File: src/rtl/hazard_scoreboard.sv
// hazard_scoreboard
// Hazard and forwarding controller for the five-stage MIPS pipeline,
// driven by Tuse/Tnew. Shadow registers track the destination and the
// remaining Tnew of the instructions in EX, MEM and WB. From these the
// block derives the ID stall and the forwarding selects for the ID and EX
// operand muxes. It also owns the mult/div busy counter, so HI/LO users
// stall here and no external Busy/Start handshake is needed.
module hazard_scoreboard #(
  parameter int A_W         = 5,
  parameter int MULT_CYCLES = 5,
  parameter int DIV_CYCLES  = 10,
  parameter int CNT_W       = 4
) (
  input  logic           clk,
  input  logic           reset,
  input  logic           id_valid,
  input  logic [A_W-1:0] id_rs,
  input  logic [A_W-1:0] id_rt,
  input  logic [1:0]     id_tuse_rs,
  input  logic [1:0]     id_tuse_rt,
  input  logic           id_regwrite,
  input  logic [A_W-1:0] id_a3,
  input  logic [1:0]     id_tnew,
  input  logic           id_md_use,
  input  logic           id_md_start,
  input  logic           id_md_is_div,
  output logic           stall,
  output logic [1:0]     fwd_rs_id,
  output logic [1:0]     fwd_rt_id,
  output logic [1:0]     fwd_rs_ex,
  output logic [1:0]     fwd_rt_ex,
  output logic           md_busy
);

  // Operand source encoding shared by the ID and EX forwarding muxes.
  typedef enum logic [1:0] {
    SRC_RF  = 2'd0,
    SRC_EX  = 2'd1,
    SRC_MEM = 2'd2,
    SRC_WB  = 2'd3
  } fwd_src_e;

  localparam logic [1:0]       TUSE_NONE = 2'd3;
  localparam logic [A_W-1:0]   REG_ZERO  = '0;
  localparam logic [CNT_W-1:0] MULT_LOAD = CNT_W'(MULT_CYCLES);
  localparam logic [CNT_W-1:0] DIV_LOAD  = CNT_W'(DIV_CYCLES);

  // Pipeline shadow state.
  logic           ex_we,  mem_we,  wb_we;
  logic [A_W-1:0] ex_a3,  mem_a3,  wb_a3;
  logic [1:0]     ex_tnew, mem_tnew;
  logic [A_W-1:0] ex_rs,  ex_rt;
  logic [CNT_W-1:0] md_cnt;

  logic rs_hazard, rt_hazard, md_hazard;
  logic md_load;

  // One source operand in ID against the in-flight producers. When EX and
  // MEM both write this register, the younger EX entry is the value the
  // consumer really needs, so the MEM entry is ignored for that register.
  function automatic logic src_hazard(
    input logic           valid,
    input logic [A_W-1:0] src,
    input logic [1:0]     tuse,
    input logic           e_we,
    input logic [A_W-1:0] e_a3,
    input logic [1:0]     e_tnew,
    input logic           m_we,
    input logic [A_W-1:0] m_a3,
    input logic [1:0]     m_tnew
  );
    logic e_hit;
    logic m_hit;
    e_hit = e_we && (e_a3 == src);
    m_hit = m_we && (m_a3 == src);
    if (!valid || (src == REG_ZERO) || (tuse == TUSE_NONE))
      return 1'b0;
    if (e_hit)
      return e_tnew > tuse;
    return m_hit && (m_tnew > tuse);
  endfunction

  // Forwarding source for one operand: the youngest stage that already
  // holds the finished value wins (EX, then MEM, then WB). WB results are
  // always finished, so WB needs no Tnew check.
  function automatic logic [1:0] fwd_pick(
    input logic [A_W-1:0] src,
    input logic           e_we,
    input logic [A_W-1:0] e_a3,
    input logic [1:0]     e_tnew,
    input logic           m_we,
    input logic [A_W-1:0] m_a3,
    input logic [1:0]     m_tnew,
    input logic           w_we,
    input logic [A_W-1:0] w_a3
  );
    fwd_src_e sel;
    sel = SRC_RF;
    if (src != REG_ZERO) begin
      if (e_we && (e_a3 == src) && (e_tnew == 2'd0))
        sel = SRC_EX;
      else if (m_we && (m_a3 == src) && (m_tnew == 2'd0))
        sel = SRC_MEM;
      else if (w_we && (w_a3 == src))
        sel = SRC_WB;
    end
    return sel;
  endfunction

  // Combinational stall: register hazards on either source plus any
  // mult/div user that arrives while the unit is still busy.
  always_comb begin
    // NOTE: every signal driven here receives a value on every path, which
    // keeps this a pure mux tree with no inferred latches.
    rs_hazard = src_hazard(id_valid, id_rs, id_tuse_rs, ex_we, ex_a3, ex_tnew,
                           mem_we, mem_a3, mem_tnew);
    rt_hazard = src_hazard(id_valid, id_rt, id_tuse_rt, ex_we, ex_a3, ex_tnew,
                           mem_we, mem_a3, mem_tnew);
    md_hazard = id_valid && id_md_use && md_busy;
    stall     = rs_hazard || rt_hazard || md_hazard;
    md_load   = id_valid && id_md_start && !stall;
  end

  // Forwarding selects. EX operands can only take values from MEM or WB,
  // so the EX-stage lookup is given a permanently empty EX slot.
  always_comb begin
    fwd_rs_id = fwd_pick(id_rs, ex_we, ex_a3, ex_tnew, mem_we, mem_a3,
                         mem_tnew, wb_we, wb_a3);
    fwd_rt_id = fwd_pick(id_rt, ex_we, ex_a3, ex_tnew, mem_we, mem_a3,
                         mem_tnew, wb_we, wb_a3);
    fwd_rs_ex = fwd_pick(ex_rs, 1'b0, REG_ZERO, 2'd0, mem_we, mem_a3,
                         mem_tnew, wb_we, wb_a3);
    fwd_rt_ex = fwd_pick(ex_rt, 1'b0, REG_ZERO, 2'd0, mem_we, mem_a3,
                         mem_tnew, wb_we, wb_a3);
  end

  // Shadow pipeline: EX takes ID or a bubble, MEM and WB always advance.
  always_ff @(posedge clk) begin
    // NOTE: sequential state uses non-blocking assignments so every stage
    // samples the values its predecessor held before this edge.
    if (reset) begin
      ex_we    <= 1'b0;
      ex_a3    <= '0;
      ex_tnew  <= 2'd0;
      ex_rs    <= '0;
      ex_rt    <= '0;
      mem_we   <= 1'b0;
      mem_a3   <= '0;
      mem_tnew <= 2'd0;
      wb_we    <= 1'b0;
      wb_a3    <= '0;
    end else begin
      wb_we    <= mem_we;
      wb_a3    <= mem_a3;
      mem_we   <= ex_we;
      mem_a3   <= ex_a3;
      mem_tnew <= (ex_tnew == 2'd0) ? 2'd0 : ex_tnew - 2'd1;
      if (stall || !id_valid) begin
        ex_we   <= 1'b0;
        ex_a3   <= '0;
        ex_tnew <= 2'd0;
        ex_rs   <= '0;
        ex_rt   <= '0;
      end else begin
        ex_we   <= id_regwrite && (id_a3 != REG_ZERO);
        ex_a3   <= id_a3;
        ex_tnew <= id_tnew;
        ex_rs   <= id_rs;
        ex_rt   <= id_rt;
      end
    end
  end

  // Mult/div busy counter: loaded by an issuing start, then counts down.
  always_ff @(posedge clk) begin
    if (reset)
      md_cnt <= '0;
    else if (md_load)
      md_cnt <= id_md_is_div ? DIV_LOAD : MULT_LOAD;
    else if (md_cnt != '0)
      md_cnt <= md_cnt - 1'b1;
  end

  assign md_busy = (md_cnt != '0);

endmodule

File: config.mk
export PLATFORM = sky130hd
export DESIGN_NAME = hazard_scoreboard
export DESIGN_NICKNAME = d
export VERILOG_FILES = /design/src/rtl/hazard_scoreboard.sv
export SDC_FILE = /design/constraint.sdc
export NUM_CORES = 1
export LEC_CHECK = 0
export ABC_CLOCK_PERIOD_IN_PS = 4000
export BUFFER_PORTS_ARGS = -buffer_cell sky130_fd_sc_hd__buf_4
export CAP_MARGIN = 20
export CORE_UTILIZATION = 60
export DETAILED_ROUTE_END_ITERATION = 8
export GPL_ROUTABILITY_DRIVEN = 1
export PLACE_DENSITY = 0.94
export SLEW_MARGIN = 20
export SYNTH_ARGS = -nofsm -noshare
export SYNTH_HDL_FRONTEND = slang
export SYNTH_SLANG_ARGS = --single-unit
File: constraint.sdc
create_clock -name clk -period 4 [get_ports clk]
set_input_delay 0.8 -clock clk [delete_from_list [all_inputs] [get_ports clk]]
set_output_delay 0.8 -clock clk [all_outputs]
set_load 0.05 [all_outputs]
==> flow_summary.rst <==
.. list-table::
   :header-rows: 1

   * - Metric
     - Value
   * - Busiest metal layer after global routing
     - met2
   * - Overall track demand over capacity in global routing
     - 27.9%
   * - Post-CTS Resized
     - 0
   * - Number of detailed-routing iterations run before antenna repair
     - 4
   * - Starting density of the core
     - 63.3%
   * - Met1 track demand over resource in global routing
     - 30.7%
   * - CTS tree
     - built
   * - Run status
     - finished clean
   * - Fraction of registers with async set/reset
     - 0%
   * - Diodes inserted
     - 0
   * - Fmax
     - 0.302 GHz
   * - Number of nets in the final layout
     - 331
   * - Global routing usage on met2
     - 49.9%
   * - Pin count of the biggest net entering global routing
     - 22
   * - Yosys Warn Count
     - 0
   * - Top cell type by total area after synthesis
     - dfxtp_1
   * - Floorplan die width
     - 61.8 um
   * - Overflow left after global routing
     - 0
   * - Synthesized netlist cell count
     - 258
   * - Number of DRC violations after detailed-routing iteration 0
     - 70
   * - Path class of the lowest-slack min-delay path
     - reg -> reg
   * - Pwr/cell area
     - 390 mW/mm^2
   * - Yosys top cell area share
     - 33.6%
   * - Setup slack after placement
     - 0.715 ns
   * - I/O pin total
     - 38
   * - DRC viols
     - 0
   * - CTS H-Tree Depth
     - 2
   * - Final instance area
     - 0.00250 mm^2
   * - Post-DR wirelength/cell
     - 13.8 um
   * - Top cells by area in the synthesized netlist
     - dfxtp_1 34%, xor2_1 12%, xnor2_1 8.2%, ha_1 6.4%, nor2_1 5.4%
   * - Post-Synthesis Net Count
     - 297
   * - Hold violation count in the final report
     - 0
   * - Placed standard-cell area
     - 0.00243 mm^2
   * - Most frequently used flop master after synthesis
     - dfxtp_1
   * - Most instantiated library cell after synthesis
     - dfxtp_1
   * - Count of state elements after synthesis
     - 36
   * - Final period utilization
     - 82.8%
   * - Worst min-delay path startpoint
     - ex_tnew[0]
   * - Post-CTS Setup Inserts
     - 0
   * - Clock latency at the later pin of the worst-skew pair
     - 0.35 ns
   * - Cell area after synthesis
     - 0.00214 mm^2
   * - Part of the Yosys area used for sequential elements
     - 33.6%
   * - Die area
     - 0.00382 mm^2
   * - Minimum clock period after layout
     - 3.31 ns
   * - Fraction of final layout cells sized beyond drive strength 1
     - 16.7%
   * - Tightest Pin Transition
     - 0.516 ns
   * - Syn Area/Cell
     - 8.31 um^2
   * - Number of global-route vias before repair
     - 1,770
   * - Number of clock buffers inserted by TritonCTS
     - 5
   * - R2r startpoint
     - mem_a3[2]
   * - Total Routed Length
     - 4690 um
   * - Vias
     - 1,856
   * - Element type at the critical path start
     - primary input
   * - Count of different cell masters after synthesis
     - 39
   * - Number of antenna violations at the first check in global routing
     - 0
   * - Antenna Nets Post-Route
     - 0
   * - Max Buffers Root-to-Sink
     - 2
   * - Area added between synthesis and finish
     - 16.7%
   * - Final count of negative-setup-slack endpoints
     - 0
   * - Number of fillers in the final layout
     - 228
   * - Area inside the core boundary
     - 0.00339 mm^2
   * - Setup repair after global routing missed its margin
     - false
   * - Cell chosen for the clock root
     - clkbuf_4
   * - Critical Path Fanout Max
     - 5
   * - Worst path arrival time
     - 2.51 ns
   * - Setup Crit Path Kind
     - in -> out
   * - Half-perimeter wire length after detailed placement
     - 3590 um
   * - Number of synthesized flops with an enable pin
     - 0
   * - CTS hold repair buffers
     - 0
   * - Clock transition at the registers of the reported paths
     - 0.09 ns
   * - Worst setup EP type
     - output port
   * - Leakage
     - 1.19 nW
   * - Slew headroom
     - 65.3%
   * - Setup slack of the critical path after layout
     - 0.688 ns
   * - Max-cap check violation count
     - 0
   * - Max Slew Vio Count
     - 0
   * - Height of the die
     - 61.8 um
   * - Start point of the critical path
     - id_rs[2]
   * - PnR Total Power
     - 977 uW
   * - Met3 track utilization from global routing
     - 9.73%
   * - FP Rows
     - 21
   * - Peak supply drop
     - 0.206 mV
   * - Worst setup skew after layout
     - 0.0102 ns
   * - Count of input and output buffers
     - 37
   * - Via density
     - 5.47
   * - Final GP Congestion
     - 0.843
   * - Required time reported for the critical path endpoint
     - 3.20 ns
   * - Clock sink count
     - 36
   * - Post-Route Setup TNS
     - 0 ns
   * - Wire length of the first global-routing pass
     - 7530 um
   * - Leading post-synthesis cells by instance count
     - 36 x dfxtp_1, 31 x nor2_1, 29 x xor2_1
==> through the flow <==
stage	hold WS, ns	instances	utilization [%]
final	0.454	339	73.9
after global routing	0.469	339	73.9
after CTS	0.445	339	73.9
after detailed placement	0.430	331	71.6
after global placement	0.411	331	71.6
after floorplan	0.401	258	-
==> per-layer routing <==
layer  vias up  routed length [um]
met1       843                1920
li1        923                   -
met5         -                   0
met2        76                2350
met3        14                 318
met4         0                  98
==> where the power goes <==
part	leakage, nW	switching (mW)	internal [mW]
Sequential	0.294	0.0350	0.393
Clock	0.0422	0.119	0.131
Combinational	0.851	0.171	0.129
Total	1.19	0.325	0.653
==> worst max-delay path, stage by stage <==
cell and delay (ns):
buf_4 0.13, xor2_1 0.15, nor4_2 0.29, nand3_1 0.13, or4_1 0.65, nand3_1 0.15, buf_4 0.21
==> worst paths after layout <==
kind	endpoint	slack [ns]	cells after the start
worst min register to register	mem_tnew[0]	0.45	1
worst max register to register	ex_we	1.68	6
worst min-delay path	mem_tnew[0]	0.45	1
worst max-delay path	stall	0.69	7
==> area by class of cell <==
class | count | area [um^2] | share of cell area (%)
clock buffers | 6 | 41.3 | 1.65
multi-input cells | 187 | 1280 | 51.0
well taps | 46 | 57.6 | 2.30
repair buffers | 37 | 278 | 11.1
inverters | 25 | 93.8 | 3.75
clock inverters | 2 | 35.0 | 1.40
flip-flops and latches | 36 | 721 | 28.8
==> layout by cell type (no fill, tap or decap), types with 2 or more instances in the layout <==
cell type | synthesis | routed
o21ai_0 | 6 | 6
nand2_1 | 12 | 12
clkbuf_4 | 0 | 5
nor3_1 | 5 | 5
or4_1 | 5 | 5
o31ai_1 | 3 | 3
buf_4 | 1 | 37
nor4_1 | 8 | 8
nand3_1 | 7 | 7
inv_1 | 25 | 25
xor2_1 | 29 | 29
dfxtp_1 | 36 | 36
nand4_1 | 6 | 6
a21oi_1 | 6 | 6
and3_1 | 2 | 2
nor2b_1 | 17 | 17
nor2_1 | 31 | 31
ha_1 | 11 | 11
o211ai_1 | 2 | 2
nor3b_1 | 2 | 2
xnor2_1 | 20 | 20
==> registers in the layout (all words and copies together), names as in the netlist <==
signal	count
wb_we	1
ex_rt	5
wb_a3	5
ex_a3	5
ex_tnew	2
mem_a3	5
mem_we	1
ex_rs	5
mem_tnew	2
ex_we	1
md_cnt	4
==> logic make-up after synthesis <==
family | count (synthesis) | share of synthesized area (%)
compound gates | 24 | 7.29
xor+xnor | 49 | 20.0
fa+ha+maj | 11 | 6.42
buf+inv | 35 | 6.83
flops | 36 | 33.6
simple gates | 103 | 25.8
Note: power is estimated with default switching activity, not from simulation.
